===== src/rtl/qpsk_frame_ctrl_pkg.sv =====
// rtl/qpsk_frame_ctrl_pkg.sv - shared types, defaults and helpers for the QPSK frame controller
package qpsk_frame_pkg;

  typedef enum logic {
    HUNT    = 1'b0,
    PAYLOAD = 1'b1
  } state_t;

  localparam logic [15:0] SYNC_WORD_DEF = 16'hEB90;
  localparam int          SYNC_LEN_DEF  = 16;

  // Bits needed to hold a Hamming distance of 0..len.
  function automatic int dist_width(input int len);
    return $clog2(len + 1);
  endfunction

endpackage


===== src/rtl/qpsk_frame_ctrl_if.sv =====
// rtl/qpsk_frame_ctrl_if.sv - bit-stream input and byte/frame output bundle of the frame controller
interface qpsk_frame_ctrl_if;
  logic       bit_i;
  logic       bit_vld_i;
  logic [7:0] byte_o;
  logic       byte_vld_o;
  logic       frame_start_o;
  logic       frame_end_o;
  logic       frame_err_o;
  logic       locked_o;

  modport slave (
    input  bit_i, bit_vld_i,
    output byte_o, byte_vld_o, frame_start_o, frame_end_o, frame_err_o, locked_o
  );

  modport master (
    output bit_i, bit_vld_i,
    input  byte_o, byte_vld_o, frame_start_o, frame_end_o, frame_err_o, locked_o
  );
endinterface


===== src/rtl/qpsk_frame_ctrl_sync_corr.sv =====
// rtl/qpsk_frame_ctrl_sync_corr.sv - combinational Hamming-distance sync correlator
// Optional inverted-pattern output under QPSK_FRAME_INV_DET_EN.
module sync_corr
  import qpsk_frame_pkg::*;
#(
  parameter int                  SYNC_LEN  = SYNC_LEN_DEF,
  parameter logic [SYNC_LEN-1:0] SYNC_WORD = SYNC_WORD_DEF,
  parameter int                  MAX_ERR   = 1
) (
  input  logic [SYNC_LEN-1:0] history,
  output logic                match
`ifdef QPSK_FRAME_INV_DET_EN
  ,
  output logic                inv_match
`endif
);

  localparam int DW = dist_width(SYNC_LEN);

  function automatic logic [DW-1:0] popcount(input logic [SYNC_LEN-1:0] v);
    logic [DW-1:0] c;
    c = '0;
    for (int i = 0; i < SYNC_LEN; i++) c = c + DW'(v[i]);
    return c;
  endfunction

  assign match = popcount(history ^ SYNC_WORD) <= DW'(MAX_ERR);

`ifdef QPSK_FRAME_INV_DET_EN
  assign inv_match = popcount(history ^ ~SYNC_WORD) <= DW'(MAX_ERR);
`endif

endmodule


===== src/rtl/qpsk_frame_ctrl.sv =====
// rtl/qpsk_frame_ctrl.sv - sync hunt, byte assembly and frame delimiting after the IQ recombiner
// Optional 180-degree phase-ambiguity detection under QPSK_FRAME_INV_DET_EN.
module qpsk_frame_ctrl
  import qpsk_frame_pkg::*;
#(
  parameter int                  SYNC_LEN      = SYNC_LEN_DEF,
  parameter logic [SYNC_LEN-1:0] SYNC_WORD     = SYNC_WORD_DEF,
  parameter int                  MAX_ERR       = 1,
  parameter int                  PAYLOAD_BYTES = 8,
  parameter int                  GAP_MAX       = 250
) (
  input  logic               clk,
  input  logic               rst_n,
  qpsk_frame_ctrl_if.slave   bus
);

  localparam int FW = dist_width(SYNC_LEN);
  localparam int GW = $clog2(GAP_MAX + 1);

  state_t              state_q, state_nxt;
  logic [SYNC_LEN-1:0] hist_q, hist_nxt, hist_shift;
  logic [FW-1:0]       fill_q, fill_nxt, fill_inc;
  logic [2:0]          bit_cnt_q, bit_cnt_nxt;
  logic [7:0]          byte_cnt_q, byte_cnt_nxt;
  logic [7:0]          shreg_q, shreg_nxt, shreg_shift;
  logic [GW-1:0]       gap_q, gap_nxt;
  logic [7:0]          byte_q, byte_nxt;
  logic                vld_q, vld_nxt;
  logic                start_q, start_nxt;
  logic                end_q, end_nxt;
  logic                err_q, err_nxt;
  logic                locked_q, locked_nxt;
  logic                bit_eff;
  logic                match;
  logic                any_match;

`ifdef QPSK_FRAME_INV_DET_EN
  logic inv_match;
  logic inv_q, inv_nxt;

  sync_corr #(.SYNC_LEN(SYNC_LEN), .SYNC_WORD(SYNC_WORD), .MAX_ERR(MAX_ERR)) u_corr (
    .history   (hist_shift),
    .match     (match),
    .inv_match (inv_match)
  );

  assign any_match = match | inv_match;
  assign bit_eff   = bus.bit_i ^ inv_q;
`else
  sync_corr #(.SYNC_LEN(SYNC_LEN), .SYNC_WORD(SYNC_WORD), .MAX_ERR(MAX_ERR)) u_corr (
    .history (hist_shift),
    .match   (match)
  );

  assign any_match = match;
  assign bit_eff   = bus.bit_i;
`endif

  assign hist_shift  = (hist_q << 1) | SYNC_LEN'(bus.bit_i);
  assign fill_inc    = (fill_q == FW'(SYNC_LEN)) ? fill_q : fill_q + 1'b1;
  assign shreg_shift = (shreg_q << 1) | 8'(bit_eff);

  always_ff @(posedge clk) begin
    if (!rst_n) begin
      state_q    <= HUNT;
      hist_q     <= '0;
      fill_q     <= '0;
      bit_cnt_q  <= '0;
      byte_cnt_q <= '0;
      shreg_q    <= '0;
      gap_q      <= '0;
      byte_q     <= '0;
      vld_q      <= 1'b0;
      start_q    <= 1'b0;
      end_q      <= 1'b0;
      err_q      <= 1'b0;
      locked_q   <= 1'b0;
`ifdef QPSK_FRAME_INV_DET_EN
      inv_q      <= 1'b0;
`endif
    end else begin
      state_q    <= state_nxt;
      hist_q     <= hist_nxt;
      fill_q     <= fill_nxt;
      bit_cnt_q  <= bit_cnt_nxt;
      byte_cnt_q <= byte_cnt_nxt;
      shreg_q    <= shreg_nxt;
      gap_q      <= gap_nxt;
      byte_q     <= byte_nxt;
      vld_q      <= vld_nxt;
      start_q    <= start_nxt;
      end_q      <= end_nxt;
      err_q      <= err_nxt;
      locked_q   <= locked_nxt;
`ifdef QPSK_FRAME_INV_DET_EN
      inv_q      <= inv_nxt;
`endif
    end
  end

  always_comb begin
    state_nxt    = state_q;
    hist_nxt     = hist_q;
    fill_nxt     = fill_q;
    bit_cnt_nxt  = bit_cnt_q;
    byte_cnt_nxt = byte_cnt_q;
    shreg_nxt    = shreg_q;
    gap_nxt      = gap_q;
    byte_nxt     = byte_q;
    vld_nxt      = 1'b0;
    start_nxt    = 1'b0;
    end_nxt      = 1'b0;
    err_nxt      = 1'b0;
`ifdef QPSK_FRAME_INV_DET_EN
    inv_nxt      = inv_q;
`endif
    case (state_q)
      HUNT: begin
        if (bus.bit_vld_i) begin
          hist_nxt = hist_shift;
          fill_nxt = fill_inc;
          // History is wiped on lock so the next hunt never reuses sync or payload bits.
          if (fill_inc == FW'(SYNC_LEN) && any_match) begin
            state_nxt    = PAYLOAD;
            start_nxt    = 1'b1;
            hist_nxt     = '0;
            fill_nxt     = '0;
            bit_cnt_nxt  = '0;
            byte_cnt_nxt = '0;
            gap_nxt      = '0;
`ifdef QPSK_FRAME_INV_DET_EN
            inv_nxt      = ~match;
`endif
          end
        end
      end
      PAYLOAD: begin
        if (bus.bit_vld_i) begin
          gap_nxt   = '0;
          shreg_nxt = shreg_shift;
          if (bit_cnt_q == 3'd7) begin
            bit_cnt_nxt  = '0;
            byte_nxt     = shreg_shift;
            vld_nxt      = 1'b1;
            byte_cnt_nxt = byte_cnt_q + 8'd1;
            if (byte_cnt_q == 8'(PAYLOAD_BYTES - 1)) begin
              end_nxt   = 1'b1;
              state_nxt = HUNT;
`ifdef QPSK_FRAME_INV_DET_EN
              inv_nxt   = 1'b0;
`endif
            end
          end else begin
            bit_cnt_nxt = bit_cnt_q + 3'd1;
          end
        end else if (gap_q == GW'(GAP_MAX - 1)) begin
          err_nxt   = 1'b1;
          state_nxt = HUNT;
          gap_nxt   = '0;
`ifdef QPSK_FRAME_INV_DET_EN
          inv_nxt   = 1'b0;
`endif
        end else begin
          gap_nxt = gap_q + 1'b1;
        end
      end
      default: state_nxt = HUNT;
    endcase
    locked_nxt = (state_nxt == PAYLOAD);
  end

  assign bus.byte_o        = byte_q;
  assign bus.byte_vld_o    = vld_q;
  assign bus.frame_start_o = start_q;
  assign bus.frame_end_o   = end_q;
  assign bus.frame_err_o   = err_q;
  assign bus.locked_o      = locked_q;

endmodule


===== src/flat_wrapper.sv =====
// flat-port wrapper written by rule: the top's interface ports become plain ports
module qpsk_frame_ctrl_flat import qpsk_frame_pkg::*;
#(
  parameter int                  SYNC_LEN      = SYNC_LEN_DEF,
  parameter logic [SYNC_LEN-1:0] SYNC_WORD     = SYNC_WORD_DEF,
  parameter int                  MAX_ERR       = 1,
  parameter int                  PAYLOAD_BYTES = 8,
  parameter int                  GAP_MAX       = 250
)
  (clk, rst_n, bus_bit_i, bus_bit_vld_i, bus_byte_o, bus_byte_vld_o, bus_frame_start_o, bus_frame_end_o, bus_frame_err_o, bus_locked_o);
  qpsk_frame_ctrl_if bus_i ();
  input  logic clk;
  input  logic rst_n;
  input wire logic [$bits(bus_i.bit_i)-1:0] bus_bit_i;
  input wire logic [$bits(bus_i.bit_vld_i)-1:0] bus_bit_vld_i;
  output wire logic [$bits(bus_i.byte_o)-1:0] bus_byte_o;
  output wire logic [$bits(bus_i.byte_vld_o)-1:0] bus_byte_vld_o;
  output wire logic [$bits(bus_i.frame_start_o)-1:0] bus_frame_start_o;
  output wire logic [$bits(bus_i.frame_end_o)-1:0] bus_frame_end_o;
  output wire logic [$bits(bus_i.frame_err_o)-1:0] bus_frame_err_o;
  output wire logic [$bits(bus_i.locked_o)-1:0] bus_locked_o;
  assign bus_i.bit_i = bus_bit_i;
  assign bus_i.bit_vld_i = bus_bit_vld_i;
  assign bus_byte_o = bus_i.byte_o;
  assign bus_byte_vld_o = bus_i.byte_vld_o;
  assign bus_frame_start_o = bus_i.frame_start_o;
  assign bus_frame_end_o = bus_i.frame_end_o;
  assign bus_frame_err_o = bus_i.frame_err_o;
  assign bus_locked_o = bus_i.locked_o;
  qpsk_frame_ctrl #(.SYNC_LEN(SYNC_LEN), .SYNC_WORD(SYNC_WORD), .MAX_ERR(MAX_ERR), .PAYLOAD_BYTES(PAYLOAD_BYTES), .GAP_MAX(GAP_MAX)) u_core (.clk(clk), .rst_n(rst_n), .bus(bus_i));
endmodule

===== config.mk =====
export PLATFORM = sky130hd
export DESIGN_NAME = qpsk_frame_ctrl_flat
export DESIGN_NICKNAME = d
export VERILOG_FILES = /design/src/rtl/qpsk_frame_ctrl_pkg.sv /design/src/rtl/qpsk_frame_ctrl_if.sv /design/src/rtl/qpsk_frame_ctrl_sync_corr.sv /design/src/rtl/qpsk_frame_ctrl.sv /design/src/flat_wrapper.sv
export SDC_FILE = /design/constraint.sdc
export NUM_CORES = 1
export LEC_CHECK = 0
export BUFFER_PORTS_ARGS = -buffer_cell sky130_fd_sc_hd__buf_2
export CORE_MARGIN = 4
export CORE_UTILIZATION = 55
export CTS_BUF_LIST = sky130_fd_sc_hd__clkbuf_8
export CTS_CLUSTER_DIAMETER = 30
export CTS_CLUSTER_SIZE = 8
export DETAILED_ROUTE_END_ITERATION = 10
export GPL_TIMING_DRIVEN = 0
export PLACE_DENSITY = 0.73
export SYNTH_ARGS = -nofsm -noshare
export SYNTH_HDL_FRONTEND = slang
export SYNTH_SLANG_ARGS = --single-unit

===== constraint.sdc =====
create_clock -name clk -period 6 [get_ports clk]
set_input_delay 0 -clock clk [delete_from_list [all_inputs] [get_ports clk]]
set_output_delay 0 -clock clk [all_outputs]
set_load 0.05 [all_outputs]

==> key figures <==
Floorplan
  – DIE HEIGHT: 81.4 um
  – Die Wd: 81.4 um
  – I/O Pins: 17
  – Starting Density: 57.3%
  – Row count: 26
  – Die Footprint: 0.00663 mm^2
  – Core area: 0.00517 mm^2

Timing
  – Fmax achieved: 0.204 GHz
  – Setup TNS: 0 ns
  – RSZ-0062 raised after global routing: false
  – Fin. max-slew vios: 0
  – Final clock skew: 0.00703 ns
  – Final hold viol count: 0
  – Worst slew margin: 57.3%
  – Crit share post-route: 81.9%
  – Final worst setup slack: 1.09 ns
  – Slew @ Worst Pin: 0.638 ns
  – Fin crit period: 4.91 ns
  – Count of final setup violators: 0

Detailed routing
  – Starting DRT DRC Count: 128
  – Antenna-violating nets left: 0
  – Avg Vias per Cell: 5.61
  – Pre-antenna DRT Iters: 4
  – Routed len/inst: 14.4 um
  – Via count: 2486
  – DRC violations left: 0
  – Routed wire length: 6.40 mm

Worst setup path
  – Worst setup path class: register to register
  – CP Capture Type: register
  – Data required time of the worst path: 6.21 ns
  – Worst Path Arrival: 5.12 ns
  – Critical path launch point type: register
  – Maximum fanout along the worst path: 6

Pwr
  – Max VDD drop: 166 uV
  – Leak: 1.27 nW
  – Power per Cell Area: 270 mW/mm^2

CTS
  – CTS buffer count: 9
  – CTS tree: yes
  – Worst-Skew Late Latency: 0.34 ns
  – Reg clk slew, reported paths: 0.07 ns
  – Clock Path Buffers: 2
  – Post-CTS setup buffer count: 0
  – Clock Sinks: 59
  – Clk Tree Root Cell: clkbuf_8
  – Number of H-tree levels: 3

Placement
  – Pre-CTS WS: 1.09 ns
  – PortBufs: 15
  – Dpl hpwl: 4.41 mm
  – GPL Wtd Cong: 0.800

Yosys
  – Synth Cell Area: 0.00296 mm^2
  – Mapped Cells: 341
  – Top_reg_cell synth: dfxtp_1
  – Ys async rst share: 0%
  – Register bit total from synthesis: 59
  – Most frequent cell after synthesis: dfxtp_1
  – Most instantiated cells after synthesis: dfxtp_1 (59), nand2_1 (44), inv_1 (33), nand3_1 (28), nor2_1 (21)
  – Synth Area per Inst: 8.69 um^2
  – Sequential-to-total area share from yosys stat: 39.9%
  – Synth Warn #: 0
  – Area contributors post-synth: dfxtp_1 (40%), fa_1 (6.8%), nand2_1 (5.6%), ha_1 (5.1%), nand3_1 (4.7%)
  – Post-synth EDFFs: 0
  – Post-Syn Nets: 367
  – Cell accounting for the most synthesized area: dfxtp_1
  – Synth top area share: 39.9%
  – Count of cell types in the netlist: 49

Layout
  – ANT cells: 0
  – Share of cells above drive strength 1: 11.8%
  – Final core utilization: 65.5%
  – Nets: 394
  – Area growth syn-to-layout: 14.3%
  – Fill cells: 431

Job
  – Max-Cap Viols: 0

Global route
  – Grt ovf: 0
  – Largest net degree at the start of global routing: 12
  – Total GRT Usage: 22.1%
  – Vias in the first global route: 2351
  – Number of antenna violations at the first check in global routing: 0
  – First-pass GRT wire length: 11.2 mm

Run status
  – Outcome: finished, final reports clean

Hold path
  – Worst Hold Class: input port to register
-- final timing paths --
check	from	to	slack, ns	cells past startpoint
setup / recovery	u_core.hist_q[3]$_SDFFE_PN0P_	u_core.byte_cnt_q[2]$_SDFFE_PN0P_	1.09	14
hold / removal	rst_n	u_core.gap_q[3]$_SDFFE_PN0P_	0.03	3
setup reg to reg	u_core.hist_q[3]$_SDFFE_PN0P_	u_core.byte_cnt_q[2]$_SDFFE_PN0P_	1.09	14
hold reg to reg	u_core.bus.byte_o[7]$_SDFFE_PN0P_	u_core.bus.byte_o[7]$_SDFFE_PN0P_	0.45	2
-- per-stage QoR --
| stage | area (um^2) | cells | hold WS (ns) | power [W] |
|---|---|---|---|---|
| floorplan | 2960 | 341 | 0.136 | 0.000451 |
| global placement | 3130 | 426 | 0.274 | 0.000464 |
| detailed placement | 3130 | 426 | 0.280 | 0.000466 |
| CTS | 3390 | 443 | 0.0239 | 0.000919 |
| global route | 3390 | 443 | 0.0474 | 0.000947 |
| finish | 3390 | 443 | 0.0348 | 0.000915 |
-- what timing repair did --
| action | in CTS | in global routing |
|---|---|---|
| hold buffers | 1 | 0 |
| gates resized for setup | 0 | 0 |
| hold endpoints to repair | 2 | 0 |
-- layout make-up --
| class | count | area (um^2) | area share [%] |
|---|---|---|---|
| repair buffers | 16 | 85.1 | 2.51 |
| clock inverters | 6 | 113 | 3.33 |
| plain buffers | 18 | 101 | 2.99 |
| clock buffers | 10 | 138 | 4.07 |
| inverters | 33 | 124 | 3.66 |
| well taps | 70 | 87.6 | 2.59 |
| multi-input cells | 231 | 1560 | 46.0 |
| flip-flops and latches | 59 | 1180 | 34.9 |
-- report_power, final --
| group | internal (W) | switching [W] | total (W) |
|---|---|---|---|
| Sequential | 0.000394 | 0.00000357 | 0.000398 |
| Combinational | 0.0000216 | 0.0000386 | 0.0000602 |
| Clock | 0.000288 | 0.000170 | 0.000457 |
| Total | 0.000703 | 0.000212 | 0.000915 |
-- layout by cell type (no fill, tap or decap), types with 2 or more instances in the layout --
cell type,instances
fa_1,10
xnor2_1,7
clkinv_4,2
and3_1,5
a31oi_1,5
o21ai_0,15
nand2_1,44
bufinv_16,3
ha_1,12
nand4_1,5
o32ai_1,9
nand2b_1,2
nor2_1,21
a21oi_1,20
buf_2,15
xor2_1,3
o22ai_1,3
clkbuf_8,13
nand3_1,28
nor3b_1,2
clkbuf_1,12
or4_1,2
inv_1,33
buf_1,2
nor3_1,7
dfxtp_1,59
o41ai_1,3
nor4_1,5
-- cell families (layout without fill, tap and decap cells) --
family                     after synthesis  count (layout)  share of synthesized area, %
muxes                                    1               1                         0.338
adders and majority gates               22              22                          11.8
and+or+nand+nor                        132             132                          22.5
xor gates and xnor gates                10              10                          2.96
DFF                                     59              59                          39.9
AOI/OAI and AO/OA                       66              66                          14.9
buffers and inverters                   51              83                          7.60
-- registers in the layout (all words and copies together), names as in the netlist, 3 cells and up --
register	count
u_core.byte_cnt_q	8
u_core.hist_q	15
u_core.shreg_q	7
u_core.bit_cnt_q	3
u_core.gap_q	8
u_core.bus.byte_o	8
u_core.fill_q	5
-- worst max-delay path, stage by stage (launching register included) --
cell and delay (ns):
dfxtp_1 0.31, inv_1 0.07, fa_1 0.53, inv_1 0.06, fa_1 0.49, fa_1 0.52
inv_1 0.06, fa_1 0.46, ha_1 0.27, fa_1 0.47, or4_1 0.49, a21oi_2 0.16
nand4b_4 0.20, o31ai_2 0.55, nor2_1 0.13
-- metal layers --
layer	vias up	track usage [%]	part of all wire (%)
met1	1191	31.0	47
met5	-	0	0
met2	47	32.1	47
met4	0	9.97	1.9
met3	11	5.32	4.0
li1	1237	-	-
No activity file was read; power rests on OpenSTA's default activity.
